**config.mk**
```make
export PLATFORM = sky130hd
export DESIGN_NAME = load_store_unit
export DESIGN_NICKNAME = d
export VERILOG_FILES = /design/src/rtl/mips_pkg.sv /design/src/rtl/lsu_align.sv /design/src/rtl/load_store_unit.sv
export SDC_FILE = /design/constraint.sdc
export NUM_CORES = 1
export LEC_CHECK = 0
export ABC_AREA = 1
export BUFFER_PORTS_ARGS = -buffer_cell sky130_fd_sc_hd__buf_4
export CAP_MARGIN = 30
export CORE_ASPECT_RATIO = 1.4
export CORE_MARGIN = 1.5
export CORE_UTILIZATION = 30
export CTS_CLUSTER_SIZE = 40
export DETAILED_ROUTE_END_ITERATION = 10
export PLACE_DENSITY_LB_ADDON = 0.3
export SETUP_SLACK_MARGIN = 0.3
export SLEW_MARGIN = 40
export SYNTH_ARGS = -nofsm -noshare
export SYNTH_HDL_FRONTEND = slang
export SYNTH_HIERARCHICAL = 1
export SYNTH_SLANG_ARGS = --single-unit
```
**constraint.sdc**
```tcl
create_clock -name clk -period 8.97 [get_ports clk]
set_clock_uncertainty 0.2 [all_clocks]
set_input_delay 1.3455 -clock clk [delete_from_list [all_inputs] [get_ports clk]]
set_output_delay 1.3455 -clock clk [all_outputs]
set_load 0.02 [all_outputs]
```
**src/rtl/mips_pkg.sv**
```systemverilog
// rtl/mips_pkg.sv - shared access-size encodings, LSU state type and alignment rule
package mips_pkg;

   localparam logic [1:0] SIZE_BYTE = 2'b00;
   localparam logic [1:0] SIZE_HALF = 2'b01;
   localparam logic [1:0] SIZE_WORD = 2'b10;
   localparam logic [1:0] SIZE_RSVD = 2'b11;

   typedef enum logic [1:0] {
      ST_IDLE = 2'd0,
      ST_REQ  = 2'd1,
      ST_WAIT = 2'd2,
      ST_DONE = 2'd3
   } lsu_state_t;

   // The reserved size is rejected the same way as a misaligned address.
   function automatic logic misaligned(input logic [1:0] size, input logic [1:0] lo);
      return (size == SIZE_HALF && lo[0]) ||
             (size == SIZE_WORD && lo != 2'b00) ||
             (size == SIZE_RSVD);
   endfunction

endpackage

```
**src/rtl/lsu_align.sv**
```systemverilog
// rtl/lsu_align.sv - byte enables, store lane replication and load extraction/extension
module lsu_align
   import mips_pkg::*;
(
   input  logic [1:0]  st_size,
   input  logic [1:0]  st_lane,
   input  logic [31:0] wdata,
   output logic [3:0]  be,
   output logic [31:0] wdata_rep,
   input  logic [1:0]  ld_size,
   input  logic [1:0]  ld_lane,
   input  logic        ld_unsigned,
   input  logic [31:0] raw,
   output logic [31:0] ext
);

   logic [7:0]  byte_sel;
   logic [15:0] half_sel;

   always_comb begin
      be        = 4'b1111;
      wdata_rep = wdata;
      case (st_size)
         SIZE_BYTE: begin
            be        = 4'b0001 << st_lane;
            wdata_rep = {4{wdata[7:0]}};
         end
         SIZE_HALF: begin
            be        = st_lane[1] ? 4'b1100 : 4'b0011;
            wdata_rep = {2{wdata[15:0]}};
         end
         default: begin
            be        = 4'b1111;
            wdata_rep = wdata;
         end
      endcase
   end

   always_comb begin
      byte_sel = raw[7:0];
      case (ld_lane)
         2'd0:    byte_sel = raw[7:0];
         2'd1:    byte_sel = raw[15:8];
         2'd2:    byte_sel = raw[23:16];
         default: byte_sel = raw[31:24];
      endcase
      half_sel = ld_lane[1] ? raw[31:16] : raw[15:0];
      ext = raw;
      case (ld_size)
         SIZE_BYTE: ext = ld_unsigned ? {24'd0, byte_sel} : {{24{byte_sel[7]}}, byte_sel};
         SIZE_HALF: ext = ld_unsigned ? {16'd0, half_sel} : {{16{half_sel[15]}}, half_sel};
         default:   ext = raw;
      endcase
   end

endmodule

```
**src/rtl/load_store_unit.sv**
```systemverilog
// rtl/load_store_unit.sv - single-access data-memory stage with stall, timeout and bus handshake
module load_store_unit
   import mips_pkg::*;
#(
   parameter int TIMEOUT_CYCLES = 256
) (
   input  logic        clk,
   input  logic        reset,
   input  logic        mem_read,
   input  logic        mem_write,
   input  logic [1:0]  mem_size,
   input  logic        mem_unsigned,
   input  logic [31:0] addr,
   input  logic [31:0] wdata,
   output logic        stall,
   output logic [31:0] rdata,
   output logic        addr_err,
   output logic        bus_err,
   output logic        req_valid,
   input  logic        req_ready,
   output logic        req_we,
   output logic [31:0] req_addr,
   output logic [3:0]  req_be,
   output logic [31:0] req_wdata,
   input  logic        rsp_valid,
   input  logic [31:0] rsp_rdata
);

   localparam logic [31:0] TO_LAST = 32'(TIMEOUT_CYCLES - 1);

   lsu_state_t  state;
   logic        op;
   logic        mis;
   logic        timeout_hit;
   logic [31:0] cnt;
   logic [1:0]  ld_size;
   logic [1:0]  ld_lane;
   logic        ld_uns;
   logic [3:0]  st_be;
   logic [31:0] st_wdata;
   logic [31:0] ld_data;

   lsu_align u_align (
      .st_size     (mem_size),
      .st_lane     (addr[1:0]),
      .wdata       (wdata),
      .be          (st_be),
      .wdata_rep   (st_wdata),
      .ld_size     (ld_size),
      .ld_lane     (ld_lane),
      .ld_unsigned (ld_uns),
      .raw         (rsp_rdata),
      .ext         (ld_data)
   );

   assign op          = mem_read | mem_write;
   assign mis         = misaligned(mem_size, addr[1:0]);
   assign stall       = (state == ST_IDLE && op && !mis) || state == ST_REQ || state == ST_WAIT;
   assign addr_err    = state == ST_IDLE && op && mis;
   assign timeout_hit = (TIMEOUT_CYCLES != 0) && (cnt == TO_LAST);

   // A completing handshake or response in the same cycle as the timeout wins.
   always_ff @(posedge clk or posedge reset) begin
      if (reset) begin
         state     <= ST_IDLE;
         req_valid <= 1'b0;
         req_we    <= 1'b0;
         req_addr  <= 32'd0;
         req_be    <= 4'd0;
         req_wdata <= 32'd0;
         rdata     <= 32'd0;
         bus_err   <= 1'b0;
         cnt       <= 32'd0;
         ld_size   <= 2'd0;
         ld_lane   <= 2'd0;
         ld_uns    <= 1'b0;
      end else begin
         case (state)
            ST_IDLE: begin
               if (op && !mis) begin
                  state     <= ST_REQ;
                  req_valid <= 1'b1;
                  req_we    <= mem_write;
                  req_addr  <= {addr[31:2], 2'b00};
                  req_be    <= st_be;
                  req_wdata <= st_wdata;
                  ld_size   <= mem_size;
                  ld_lane   <= addr[1:0];
                  ld_uns    <= mem_unsigned;
                  cnt       <= 32'd0;
               end
            end
            ST_REQ: begin
               cnt <= cnt + 32'd1;
               if (req_ready) begin
                  req_valid <= 1'b0;
                  state     <= req_we ? ST_DONE : ST_WAIT;
               end else if (timeout_hit) begin
                  req_valid <= 1'b0;
                  bus_err   <= 1'b1;
                  rdata     <= 32'd0;
                  state     <= ST_DONE;
               end
            end
            ST_WAIT: begin
               cnt <= cnt + 32'd1;
               if (rsp_valid) begin
                  rdata <= ld_data;
                  state <= ST_DONE;
               end else if (timeout_hit) begin
                  bus_err <= 1'b1;
                  rdata   <= 32'd0;
                  state   <= ST_DONE;
               end
            end
            ST_DONE: begin
               bus_err <= 1'b0;
               state   <= ST_IDLE;
            end
            default: state <= ST_IDLE;
         endcase
      end
   end

endmodule

```
### After elaboration in Yosys (flattened, before gate mapping)

Index checks and enable logic that the tools add are counted.

* shift-type cells: 1
* div/mod/pow operators: 0
* equality and inequality tests: 14
* multipliers: 0
* add/sub/neg operators: 1
* muxes and demuxes: 28
* reduce and logical (&&, ||, !) cells: 26
* order comparisons: 0
* bitwise gates (word level): 1

Operators with widths (number)
* $pmux 32 s2: 4
* $mux 32: 6
* $add 32x1->32 const B: 1
* $eq 32x8->1 const B: 1
* $pmux 8 s3: 1
* $mux 16: 1
* $eq 2x2->1 const B: 5
* $eq 2x1->1 const B: 4
* $logic_not 2->1: 4
* $mux 2: 4
* $pmux 2 s4: 1
* $pmux 4 s2: 1
* $reduce_bool 2->1: 4
* $mux 1: 7
* $logic_and 1x1->1: 6
* $reduce_and 2->1: 3
* $reduce_and 3->1: 2
* $logic_or 1x1->1: 4
* $mux 4: 1
* $ne 2x2->1 const B: 2
* $shl 1x2->4 const A: 1
* $ne 3x3->1 const B: 1
* $pmux 1 s3: 1
* $reduce_bool 3->1: 1
* other kinds (5): 5

* memories: 0
* output and inout port bits: 105
* memory bits (read-only): 0
* bits in latches: 0
* word-level logic and storage cells: 83
* RAM bits: 0
* register bits after elaboration: 140
* input bits: 105

### Longest topological paths before layout

* depth in word-level cells: 8
* depth in mapped cells: 11
* depth with buffers taken out: 10

### By module

The synthesis kept the hierarchy.

By module, submodules not included
* load_store_unit: area an instance 6723.9 um^2, times used 1, cells each 867, sequential area each 3503.4 um^2
* lsu_align: area an instance 1278.7 um^2, times used 1, cells each 249, sequential area each 0.0 um^2

### Worst setup path before layout

OpenSTA, ideal clock, no wires.

* path kind: input-to-output
* from: in mem_size[0]
* to: out stall
* buffers on the path: 2
* path slack: 5229 ps
* stages on the path: 7
* arrival: 2196 ps
* cells stage by stage: inv_1 > nand3_1 > nand2_1 > nand2_4 > buf_2 > buf_4 > nand3_1

* word-level cells in the longest chain between the ends: 8

Ends and longest elaborated chain
* start, declared: line load_store_unit.sv:11 `input logic [1:0] mem_size,`
* $eq 2x1->1 / $eq 2x2->1 (equally long branches): line mips_pkg.sv:18, mips_pkg.sv:19
* $logic_and 1x1->1, on equally long branches: line mips_pkg.sv:18, mips_pkg.sv:19
* $logic_or 1x1->1: line mips_pkg.sv:18 `return (size == SIZE_HALF && lo[0]) ||`
* $logic_or 1x1->1 (*): line mips_pkg.sv:19 `(size == SIZE_WORD && lo != 2'b00) ||`
* $logic_not 1->1 (*): line load_store_unit.sv:58 `assign stall = (state == ST_IDLE && op && !mis) || state == ST_REQ || state == ST_WAIT;`
* $logic_and 1x1->1 (*): line load_store_unit.sv:58
* $logic_or 1x1->1 (*) (2 in series): line load_store_unit.sv:58
* end, declared: line load_store_unit.sv:15 `output logic stall,`

Mark *: on every way between the ends. The rest lies on a longest branch, timed or not.

### Worst setup path in the final report

* from: in mem_size[1]
* to: out stall

Same word-level chain as after synthesis.

==> results.sh <==
export IMPL_status="finished, final reports clean"
export IMPL_diodes=0
export IMPL_fillerInstances=2753
export IMPL_initial_utilization=0.306
export IMPL_min_path_type="reg -> reg"
export IMPL_ant_nets=0
export IMPL_cts_hold_fix_buffers=0
export IMPL_die_area_sq_um=27700
export IMPL_gr_total_overflow=0
export IMPL_cts_resized=0
export IMPL_grt_pass1_vias=7508
export IMPL_dieWidth_um=141
export IMPL_grt_busiest_layer="met2"
export IMPL_use_met1=0.215
export IMPL_core_sq_um=26200
export IMPL_slew_violations=0
export IMPL_fmax_mhz=233
export IMPL_cts_setup_buffers=0
export IMPL_min_from="req_addr[12]"
export IMPL_dp_slack_ps=4690
export IMPL_dr_pass1_iters=5
export IMPL_hold_viol_final=0
export IMPL_slew_headroom=0.515
export IMPL_syn_instance_count=1116
export IMPL_leakage_nw=5.58
export IMPL_final_cell_mix="519 x nand2_1, 212 x buf_4, 140 x dfrtp_1"
export IMPL_routabilityCongestion=0.895
export IMPL_sw_frac_of_total=0.435
export IMPL_seq_area_frac_synth=0.438
export IMPL_fin_area_sq_um=10300
export IMPL_rsz0062_at_grt="no"
export IMPL_path_clk_slew_ps=70
export IMPL_ys_flop_type="dfrtp_1"
export IMPL_synth_cell_types=36
export IMPL_p_total_mw=3.38
export IMPL_start_kind="input pin"
export IMPL_wirelength_um=24100
export IMPL_hold_path_end="req_addr[12]"
export IMPL_ios=210
export IMPL_critPathKind="in -> out"
export IMPL_area_delta_synth_final_pct=29.1
export IMPL_cts_buffers=17
export IMPL_fin_util=0.394
export IMPL_grt_start_max_net_pins=85
export IMPL_syn_area_sq_um=8000
export IMPL_antenna_found_initial=0
export IMPL_port_buffers=207
export IMPL_combPwrFrac=0.453
export IMPL_clock_latency_ps=430
export IMPL_wire_per_inst_um=14.8
export IMPL_track_usage=0.179
export IMPL_yosys_warnings=6
export IMPL_cts_root_buf="clkbuf_16"
export IMPL_fin_nets=1402
export IMPL_drive_gt1_frac=0.232
export IMPL_async_flop_share=1.00
export IMPL_r2r_slack_ps=6230
export IMPL_cp_required_ps=7420
export IMPL_drv_cap=0
export IMPL_clock_sinks=140
export IMPL_ys_ff_latch=140
export IMPL_ir_drop_uv=150
export IMPL_finalWorstSetupSlack_ps=4670
export IMPL_use_met3=0.0405
export IMPL_synth_edff_count=0
export IMPL_fin_setup_tns_ps=0
export IMPL_htree_levels=4
export IMPL_powerDensity_nw_per_um2=328
export IMPL_critical_path_endpoint_type="output pin"
export IMPL_cp_arrival_ps=2750
export IMPL_clockPowerShare=0.238
export IMPL_ctsLongestPathBuffers=2
export IMPL_avgSynthCellArea_sq_um=7.17
export IMPL_r2r_end="cnt[5]"
export IMPL_min_period_ps=4300
export IMPL_timing_final_crit_share=0.479
export IMPL_setup_viol_count_final=0
export IMPL_power_switching_mw=1.47
export IMPL_die_h_um=196
export IMPL_viasPerCell=4.69
export IMPL_row_count=70
export IMPL_hold_depth=2
export IMPL_tightest_slew_ps=727
export IMPL_layout_commonest_cell="nand2_1"
export IMPL_dp_hpwl_um=17600
export IMPL_drtIter0Drc=360
export IMPL_p_seq_frac=0.308
export IMPL_grt_pass1_wl_um=39100
export IMPL_placed_area_sq_um=9640
export IMPL_worstSetupStartpoint="mem_size[1]"
export IMPL_cts_tree="done"
export IMPL_reg2reg_from="state[0]"
export IMPL_use_met2=0.310
export IMPL_vias=7624
export IMPL_p_int_mw=1.91
export IMPL_worstPathMaxFanout=48
export IMPL_drc=0
export IMPL_rr_worst_depth=10
==> routing by layer <==
layer / vias to the layer above / part of all wire / wire length [um]
li1: 3850 / - / -
met1: 3517 / 0.41 / 10000
met4: 0 / 0.026 / 634
met3: 41 / 0.052 / 1270
met2: 216 / 0.51 / 12200
met5: - / 0 / 0
==> area by class of cell <==
type                            instances  area [sq um]  area share
Multi-Input combinational cell        839          3830       0.371
Sequential cell                       140          3500       0.339
Timing Repair Buffer                  213          1610       0.156
Clock buffer                           17           425      0.0412
Tap cell                              324           405      0.0392
Inverter                               79           309      0.0299
Clock inverter                         15           244      0.0236
==> registers in the layout, summed over array words and instances, names as in the netlist, 2 cells and up <==
| register | cells |
|---|---|
| req_addr | 30 |
| state | 2 |
| req_be | 4 |
| rdata | 32 |
| cnt | 32 |
| ld_size | 2 |
| ld_lane | 2 |
| req_wdata | 32 |
==> synthesized netlist by cell type, drive strengths merged (2+ instances only) <==
| cell | number | share of area |
|---|---|---|
| a21oi | 21 | 0.015 |
| buf | 39 | 0.038 |
| clkbuf | 20 | 0.0094 |
| clkinv | 2 | 0.0011 |
| dfrtp | 140 | 0.44 |
| ha | 7 | 0.011 |
| inv | 77 | 0.036 |
| nand2 | 525 | 0.25 |
| nand3 | 127 | 0.10 |
| nand4 | 18 | 0.014 |
| nor2 | 79 | 0.041 |
| nor3 | 4 | 0.0031 |
| o211ai | 10 | 0.0094 |
| o21a | 3 | 0.0038 |
| o21ai | 38 | 0.024 |
==> cell families (layout without fill, tap and decap cells) <==
kind of cell | after synthesis | in the layout | share of synthesized area
other | 1 | 2 | 0.000469
DFF | 140 | 140 | 0.438
buffers and inverters | 138 | 324 | 0.0841
adders and majority gates | 7 | 7 | 0.0109
xor gates and xnor gates | 1 | 1 | 0.00109
AOI/OAI and AO/OA | 74 | 74 | 0.0535
and+or+nand+nor | 755 | 755 | 0.412
==> critical path, cell delays in order <==
cell and delay (ps):
buf_4 230, inv_1 100, nand2_1 80, nand2_1 130, nand2_4 430, nand3_1 220, buf_4 210
==> worst max-delay path by stage <==
stage / endpoint / slack [ps] / cells after the start
global route: stall / 4550 / 7
finish: stall / 4670 / 7
floorplan: bus_err / 3670 / 1
detailed placement: stall / 4690 / 7
CTS: stall / 4680 / 7
global placement: stall / 4750 / 7
==> power by group through the flow <==
stage	Sequential (mW)	Clock (mW)	Combinational (mW)
5_1_grt	1.08	0.850	1.69
2_1_floorplan	1.26	0	0.771
3_5_place_dp	1.05	0	1.55
4_1_cts	1.05	0.823	1.55
3_3_place_gp	1.05	0	1.53
6_report	1.04	0.807	1.53
==> metrics by stage <==
step / hold WS [ps] / std cells
final: 281 / 1627
after CTS: 286 / 1626
after detailed placement: 266 / 1594
after floorplan: 248 / 1117
after global placement: 265 / 1594
after global routing: 307 / 1627
Note: power is estimated with default switching activity, not from simulation.
